[src/rtl/shift_panel_ctrl.sv]
// Switch/LED panel input controller: synchronizes and debounces three buttons and
// turns each press into one load or rotate-through-carry command on the LED register.
module shift_panel_ctrl #(
    parameter int unsigned WIDTH           = 16,
    parameter int unsigned SYNC_STAGES     = 2,
    parameter int unsigned DEBOUNCE_CYCLES = 1000000,
    parameter int unsigned CNT_W           = 8
) (
    input  logic             clock,
    input  logic             reset,
    input  logic [WIDTH-1:0] SW,
    input  logic             btn_load,
    input  logic             ssl,
    input  logic             ssr,
    output logic [WIDTH-1:0] LED,
    output logic             carry,
    output logic [CNT_W-1:0] step_count,
    output logic             cmd_valid
);

    localparam int unsigned NBTN     = 3;
    localparam int unsigned BTN_LOAD = 0;
    localparam int unsigned BTN_SSL  = 1;
    localparam int unsigned BTN_SSR  = 2;
    localparam int unsigned DB_W     = $clog2(DEBOUNCE_CYCLES + 1);

    logic [NBTN-1:0] btn_raw;
    logic [NBTN-1:0] db_vec;
    logic [NBTN-1:0] db_prev_q;
    logic [NBTN-1:0] press_q;

    assign btn_raw = {ssr, ssl, btn_load};

    for (genvar b = 0; b < NBTN; b++) begin : g_btn
        logic [SYNC_STAGES-1:0] sync_q;
        logic [DB_W-1:0]        cnt_q;
        logic [DB_W-1:0]        cnt_d;
        logic                   db_q;
        logic                   db_d;
        logic                   raw;

        assign raw = sync_q[SYNC_STAGES-1];

        // Level must differ from the accepted one for DEBOUNCE_CYCLES straight cycles.
        always_comb begin
            cnt_d = cnt_q;
            db_d  = db_q;
            if (raw == db_q) begin
                cnt_d = '0;
            end else if (cnt_q == DB_W'(DEBOUNCE_CYCLES - 1)) begin
                db_d  = raw;
                cnt_d = '0;
            end else begin
                cnt_d = cnt_q + DB_W'(1);
            end
        end

        always_ff @(posedge clock or posedge reset) begin
            if (reset) begin
                sync_q <= '0;
                cnt_q  <= '0;
                db_q   <= 1'b0;
            end else begin
                sync_q <= {sync_q[SYNC_STAGES-2:0], btn_raw[b]};
                cnt_q  <= cnt_d;
                db_q   <= db_d;
            end
        end

        assign db_vec[b] = db_q;
    end

    // Registered rising-edge detect: one press pulse per accepted 0->1 level change.
    always_ff @(posedge clock or posedge reset) begin
        if (reset) begin
            db_prev_q <= '0;
            press_q   <= '0;
        end else begin
            db_prev_q <= db_vec;
            press_q   <= db_vec & ~db_prev_q;
        end
    end

    logic [WIDTH-1:0] led_q,   led_d;
    logic             carry_q, carry_d;
    logic [CNT_W-1:0] step_q,  step_d;
    logic             valid_q, valid_d;

    // Load has priority; opposing rotates in the same cycle cancel.
    always_comb begin
        led_d   = led_q;
        carry_d = carry_q;
        step_d  = step_q;
        valid_d = 1'b0;
        if (press_q[BTN_LOAD]) begin
            led_d   = SW;
            carry_d = 1'b0;
            valid_d = 1'b1;
        end else if (press_q[BTN_SSL] && !press_q[BTN_SSR]) begin
            led_d   = {led_q[WIDTH-2:0], carry_q};
            carry_d = led_q[WIDTH-1];
            step_d  = step_q + CNT_W'(1);
            valid_d = 1'b1;
        end else if (press_q[BTN_SSR] && !press_q[BTN_SSL]) begin
            led_d   = {carry_q, led_q[WIDTH-1:1]};
            carry_d = led_q[0];
            step_d  = step_q + CNT_W'(1);
            valid_d = 1'b1;
        end
    end

    always_ff @(posedge clock or posedge reset) begin
        if (reset) begin
            led_q   <= '0;
            carry_q <= 1'b0;
            step_q  <= '0;
            valid_q <= 1'b0;
        end else begin
            led_q   <= led_d;
            carry_q <= carry_d;
            step_q  <= step_d;
            valid_q <= valid_d;
        end
    end

    assign LED        = led_q;
    assign carry      = carry_q;
    assign step_count = step_q;
    assign cmd_valid  = valid_q;

endmodule
[config.mk]
export PLATFORM = sky130hd
export DESIGN_NAME = shift_panel_ctrl
export DESIGN_NICKNAME = d
export VERILOG_FILES = /design/src/rtl/shift_panel_ctrl.sv
export SDC_FILE = /design/constraint.sdc
export NUM_CORES = 1
export LEC_CHECK = 0
export CAP_MARGIN = 20
export CORE_UTILIZATION = 57
export CTS_BUF_LIST = sky130_fd_sc_hd__clkbuf_4 sky130_fd_sc_hd__clkbuf_8 sky130_fd_sc_hd__clkbuf_16
export DETAILED_ROUTE_END_ITERATION = 8
export PLACE_DENSITY = 0.87
export SYNTH_ARGS = -nofsm -noshare
export SYNTH_HDL_FRONTEND = slang
export SYNTH_SLANG_ARGS = --single-unit
[constraint.sdc]
create_clock -name clock -period 4.2 [get_ports clock]
set_input_delay 0.63 -clock clock [delete_from_list [all_inputs] [get_ports clock]]
set_output_delay 0.63 -clock clock [all_outputs]
set_load 0.02 [all_outputs]
==> results by group, run 1 <==
Setup path
  – Worst setup EP type: flop
  – CP cell instances: ha_1, nor3_2, buf_4, o21ai_0
  – Crit path launch type: flop
  – Crit path required time: 4.44 ns
  – Crit path largest cell delay: 0.59 ns
  – Setup CP Type: reg -> reg
  – R2R setup slack: approximately 2.1 ns
  – Worst r2r src: press_q[1]
  – Worst-path fanout max: 24
  – Critical Path Slowest Stage Cell: nor3_2
  – R2r worst-path depth: 4
  – CP arrival: 2.37 ns
  – Reg2reg end: LED[2]

STA
  – Final setup vio count: 0
  – Worst-margin pin slew: 1.07 ns
  – Period utilisation layout: 50.7%
  – RSZ-0062 raised after global routing: false
  – Fmax: ~470 MHz
  – Final Max Tran Viols: 0
  – Total negative slack: 0 ns
  – Clock Skew: 0.00825 ns
  – Final hold violations: 0
  – Crit path time final: 2.13 ns
  – Slew headroom: 28.8%

Place
  – DP HPWL: about 6600 microns
  – PortBufs: 46
  – Placed cell area: 0.00540 sq mm
  – RePlAce Congestion: 0.828

Floorplan
  – Vert. Die Dim: 94.0 microns
  – FP Rows: 33
  – Initial Util: 58.7%
  – Die ar.: 0.00883 sq mm
  – Die width: between 90 and 100 microns
  – I/O pin total: 47
  – Core footprint: around 0.0082 sq mm

Route
  – DR pass1 iterations: 5
  – Total routed wirelength: 9660 microns
  – Via/cell ratio: a little under 6
  – WL per Instance: about 15 microns
  – Initial DRC count: 201
  – Post-route ant nets: 0
  – # DRC: 0
  – Met1 WL: 4180 microns
  – Via total after detailed routing: 3708
  – DR WL met3: 416 microns
  – DR top layer: met4
  – Metal2 WL: roughly 5000 microns

Clock tree
  – Clk root buf: clkbuf_8
  – Post_cts resized: 0
  – Clk pin slew, worst setup/hold paths: ~0.090 ns
  – Worst skew pair latency: 0.36 ns
  – CTS sink cnt: 101
  – CTS max path bufs: 2
  – H-tree depth reported by CTS: 3
  – Setup bufs post-CTS: 0
  – CTS tree: done
  – # hold bufs at CTS: 0
  – Num CTS Buffers: 9

Pwr
  – P per Cell Area: 302 mW/mm^2
  – Worst VDD drop: approximately 0.23 mV
  – Leak: 2.35 nW
  – Pwr Total: roughly 0.0017 W

Finish
  – Area grow syn2layout: 16.1%
  – Antenna diode count: 0
  – Cell area after layout: 0.00560 sq mm
  – Total Nets Final: 558
  – Layout cells sized above 1: 7.09%

Synthesis
  – Xor-xnor portion of the synthesized cell area: 9.26%
  – Post-Syn Nets: 514
  – Netlist Area Pre-Place: 0.00482 sq mm
  – Simple-gate share of the synthesized area: roughly 23%
  – Cells after synthesis: just under 500
  – FF+latch count, synth: about 100
  – Adder-Cell Fraction of Synth Area: 1.56%
  – Distinct cells, synth: 35
  – Mean Syn Cell Area: slightly below 10 sq um
  – Compound-cell area share of the yosys netlist: 7.06%
  – Largest family of logic cells by synthesized area: simple AND/OR/NAND/NOR gates
  – Yosys Warn Count: 0
  – Multiplexer share of the synthesized area: 4.46%
  – Sequential share of the synthesized area: 52.4%

Hold path
  – WHS Endpoint: g_btn[2].sync_q[1]
  – HP Class: reg -> reg
  – HP Start: g_btn[2].sync_q[0]
  – Hold path depth: 0

Flow run
  – Max Cap Viol: 0

Global route
  – GRT Residual Overflow: 0
  – Largest net degree at the start of global routing: 39
  – Initial antenna violation count: 0
  – First-pass GRT wire length: 16500 microns
  – Vias in the first global route: 3699
  – GR Util All Layers: 23.9%

Status
  – Status: complete, no violations
## cell usage after synthesis (all sizes together)
master / count / area share [%]
nor4b: 4 / 0.73
and2: 1 / 0.13
o21ai: 25 / 2.6
ha: 6 / 1.6
or4: 5 / 0.93
nor4: 12 / 1.6
and3: 11 / 1.4
nor3: 14 / 1.5
xnor2: 30 / 5.4
mux2i: 17 / 3.5
nand2: 38 / 3.0
a21oi: 30 / 3.3
or2: 2 / 0.26
buf: 5 / 0.62
xor2: 21 / 3.8
dfrtp: 101 / 52
nand3: 18 / 1.9
nor2b: 3 / 0.39
and4: 2 / 0.36
nand2b: 1 / 0.13
or3: 9 / 1.2
mux2: 4 / 0.93
nand4b: 6 / 1.1
clkbuf: 14 / 1.1
inv: 12 / 0.93
nor2: 70 / 5.4
o31ai: 7 / 1.2
nand4: 19 / 2.7
## metrics by stage
stage               util [%]  cells  worst slack (ns)  hold WS [ns]
CTS                     68.1    641              2.07         0.356
detailed placement      65.7    625              2.10         0.336
floorplan                  -    487             0.923         0.331
global placement        65.7    625              2.25         0.335
global route            68.1    641              1.92         0.363
finish                  68.1    641              2.07         0.356
## cell type report
| class | instances | area (sq um) |
|---|---|---|
| timing repair buffer | 52 | 505 |
| clock inverter | 6 | 71.3 |
| multi-input combinational | 355 | 2180 |
| sequential | 101 | 2530 |
| clock buffer | 10 | 131 |
| inverter | 12 | 47.5 |
| tap | 105 | 131 |
| fill | 609 | 2620 |
## kinds of logic after synthesis
logic type | Yosys count
AND/OR/NAND/NOR | 215
flip-flops | 101
AO/OA/AOI/OAI | 62
XOR/XNOR | 51
buffers and inverters | 31
multiplexers | 21
adder cells (fa/ha/maj) | 6
## placed cells by master, fill, tap and decap left out, types with 9 or more instances in the layout
cell type          n
a21oi_1           28
and3_1            11
clkbuf_8           9
clkdlybuf4s50_1   46
dfrtp_1          101
inv_1             11
mux2i_1           17
nand2_1           38
nand3_1           18
nand4_1           17
nor2_1            70
nor3_1            13
nor4_1            12
o21ai_0           25
or3_1              9
xnor2_1           30
xor2_1            21
## routing by layer
| layer | track usage (%) | vias to the layer above |
|---|---|---|
| li1 | - | 1784 |
| met1 | 29.7 | 1793 |
| met4 | 8.97 | 0 |
| met3 | 5.91 | 21 |
| met2 | 40.4 | 110 |
| met5 | 0 | - |
## how the worst max path moves through the flow
stage / start / to / slack, ns / cells after the start
after floorplan: reset / LED[0] / 0.92 / 1
after global placement: press_q[2] / LED[7] / 2.25 / 6
after detailed placement: press_q[1] / LED[2] / 2.10 / 4
after CTS: press_q[1] / LED[2] / 2.07 / 4
after global routing: press_q[2] / LED[0] / 1.92 / 6
final: press_q[1] / LED[2] / 2.07 / 4
## where the power goes
part	switching [W]	internal [W]
clock network	0.000343	0.000289
logic	0.0000388	0.0000276
registers	0.00000989	0.000981
## worst max-delay path, delay by kind of cell, from the launching register on
family                     cells  cell delay [ns]
AOI/OAI and AO/OA              1             0.14
adders and majority gates      1             0.55
buffers and inverters          1             0.33
DFF                            1             0.39
and+or+nand+nor                1             0.59
## state kept, by name, indices dropped and copies added (netlist names)
name and cells:
g_btn.cnt_q 60, LED 16, step_count 8, g_btn.sync_q 6, db_prev_q 3, g_btn.db_q 3
press_q 3, carry 1, cmd_valid 1
(Power assumes the default switching activity.)
==> inputs of run 2 (changes only) <==
--- a/config.mk
+++ b/config.mk
@@ -6,10 +6,10 @@
 export NUM_CORES = 1
 export LEC_CHECK = 0
 export CAP_MARGIN = 20
-export CORE_UTILIZATION = 57
+export CORE_UTILIZATION = 52
 export CTS_BUF_LIST = sky130_fd_sc_hd__clkbuf_4 sky130_fd_sc_hd__clkbuf_8 sky130_fd_sc_hd__clkbuf_16
 export DETAILED_ROUTE_END_ITERATION = 8
-export PLACE_DENSITY = 0.87
+export PLACE_DENSITY = 0.84
 export SYNTH_ARGS = -nofsm -noshare
 export SYNTH_HDL_FRONTEND = slang
 export SYNTH_SLANG_ARGS = --single-unit
==> constraint.sdc (replaced) <==
create_clock -name clock -period 1.8 [get_ports clock]
set_input_delay 0.27 -clock clock [delete_from_list [all_inputs] [get_ports clock]]
set_output_delay 0.27 -clock clock [all_outputs]
set_load 0.02 [all_outputs]
==> results by group, run 2 (synthesized netlist as in run 1, its figures left out) <==
Status
  – Status: finished, violations left
  – Failing checks: design-rule violations

Clock tree
  – CTS max path bufs: 2
  – Clk pin slew, worst setup/hold paths: approximately 0.10 ns
  – Worst skew pair latency: 0.37 ns
  – H-tree depth reported by CTS: 3
  – Num CTS Buffers: 9
  – Clk root buf: clkbuf_8
  – # hold bufs at CTS: 0
  – CTS tree: done
  – CTS sink cnt: just over 100

Pwr
  – Int Power: just under 0.003 W
  – P per Cell Area: roughly 650 mW/mm^2
  – Switching Fraction: 24.1%
  – Reg power frac: 60.5%
  – Combinational Power Share: under 10%
  – Leak: 2.46 nW
  – Worst VDD drop: 0.523 mV
  – Switching pwr: a little over 0.0009 W
  – Clock power frac: 34.9%

Finish
  – Total Nets Final: around 580
  – Commonest cells after routing, fill and taps aside: 98 x dfrtp_1, 70 x nor2_1, 46 x clkdlybuf4s50_1
  – Largest register FFs: 60
  – Area grow syn2layout: 21.1%
  – Most common cell after layout, fill and taps aside: dfrtp_1
  – Layout cells sized above 1: 12.5%
  – Fillers: 677
  – FF+latch area: between 0.002 and 0.003 sq mm
  – Cell area after layout: 0.00584 sq mm
  – Top reg by flops: g_btn.cnt_q
  – Multi-input combinational cell area: 0.00223 sq mm
  – Antenna diode count: 0

Place
  – Setup WS pre-CTS: 0.00557 ns
  – PortBufs: 46
  – RePlAce Congestion: 0.904
  – DP HPWL: 6560 microns
  – Placed cell area: 0.00562 sq mm

Route
  – Via total after detailed routing: 3746
  – WL per Instance: around 14 microns
  – Total routed wirelength: 9530 microns
  – Via/cell ratio: 5.61
  – Initial DRC count: approximately 210
  – DR pass1 iterations: 6
  – # DRC: 7
  – Post-route ant nets: 0

Global route
  – Largest net degree at the start of global routing: 102
  – GR Util All Layers: between 20% and 30%
  – GRT Residual Overflow: 0
  – Vias in the first global route: ~3700
  – Initial antenna violation count: 0
  – First-pass GRT wire length: 16600 microns

STA
  – Crit path time final: 1.80 ns
  – Final hold violations: 0
  – Worst hold slack: 0.353 ns
  – Setup WS post-layout: 0.000518 ns
  – Final Max Tran Viols: 0
  – RSZ-0062 raised after global routing: true
  – Final setup vio count: 0
  – Fmax: 556 MHz
  – Period utilisation layout: 100%
  – Slew headroom: 65.8%
  – Clock Skew: 0.00774 ns
  – Worst-margin pin slew: 0.513 ns

Floorplan
  – Core footprint: 0.00885 sq mm
  – Die ar.: 0.00966 sq mm
  – Vert. Die Dim: 98.3 microns
  – FP Rows: 34
  – Die width: 98.3 microns
  – I/O pin total: 47
  – Initial Util: a little over half

Setup path
  – Setup CP Type: reg -> reg
  – Worst setup EP type: flop
  – CP arrival: between 2 and 2.5 ns
  – Crit path required time: about 2.1 ns
  – Crit path launch type: flop
  – Worst-path fanout max: 4

Flow run
  – Max Cap Viol: 0

Hold path
  – HP Class: in -> reg
[run 2: final timing paths]
path | startpoint | endpoint | slack [ns] | cells after the start
worst max-delay path | g_btn[2].cnt_q[1] | g_btn[2].cnt_q[18] | 0.0005 | 5
max in group asynchronous | reset | g_btn[1].cnt_q[2] | 1.02 | 3
min in group asynchronous | reset | g_btn[0].cnt_q[4] | 0.38 | 3
worst min register to register | g_btn[1].sync_q[0] | g_btn[1].sync_q[1] | 0.36 | 0
worst min-delay path | ssl | g_btn[1].sync_q[0] | 0.35 | 1
worst max register to register | g_btn[2].cnt_q[1] | g_btn[2].cnt_q[18] | 0.0005 | 5
[run 2: per-layer routing]
metal / up-vias / global-route usage (%) / part of all wire, %
met5: - / 0 / 0
met3: 10 / 4.94 / 4.9
li1: 1832 / - / -
met4: 0 / 5.63 / 0.87
met1: 1812 / 28.4 / 45
met2: 92 / 34.7 / 50
[run 2: layout make-up]
cell class | count | area share [%]
clock buffer | 10 | 2.25
clock inverter | 6 | 0.814
inverter | 12 | 0.835
multi-input combinational | 355 | 38.1
sequential | 101 | 43.3
tap | 108 | 2.31
timing repair buffer | 76 | 12.4
[run 2: per-stage QoR]
step	cells	utilization, %	TNS [ns]	total power (W)
floorplan	487	-	0	0.00244
global placement	651	63.5	0	0.00252
detailed placement	651	63.5	0	0.00253
CTS	667	65.7	0	0.00387
global route	668	66.0	-0.0772	0.00397
finish	668	66.0	0	0.00382
[run 2: critical path, stage by stage (launching register included)]
cell and delay, ns:
dfrtp_1 0.43, ha_4 0.17, nand3_1 0.09, or3_4 0.41, or4_1 0.47, a21oi_1 0.16
[run 2: repair_timing]
action / in CTS / in global routing
setup endpoints to repair: 2 / 26
cloned: 0 / 0
gates resized for setup: 3 / 7
setup buffers: 0 / 1
[run 2: power by group through the flow]
stage | clock (W) | sequential (W) | combinational [W]
after floorplan | 0 | 0.00235 | 0.0000827
after global placement | 0 | 0.00235 | 0.000170
after detailed placement | 0 | 0.00236 | 0.000173
after CTS | 0.00138 | 0.00231 | 0.000176
after global routing | 0.00145 | 0.00232 | 0.000200
final | 0.00133 | 0.00231 | 0.000176
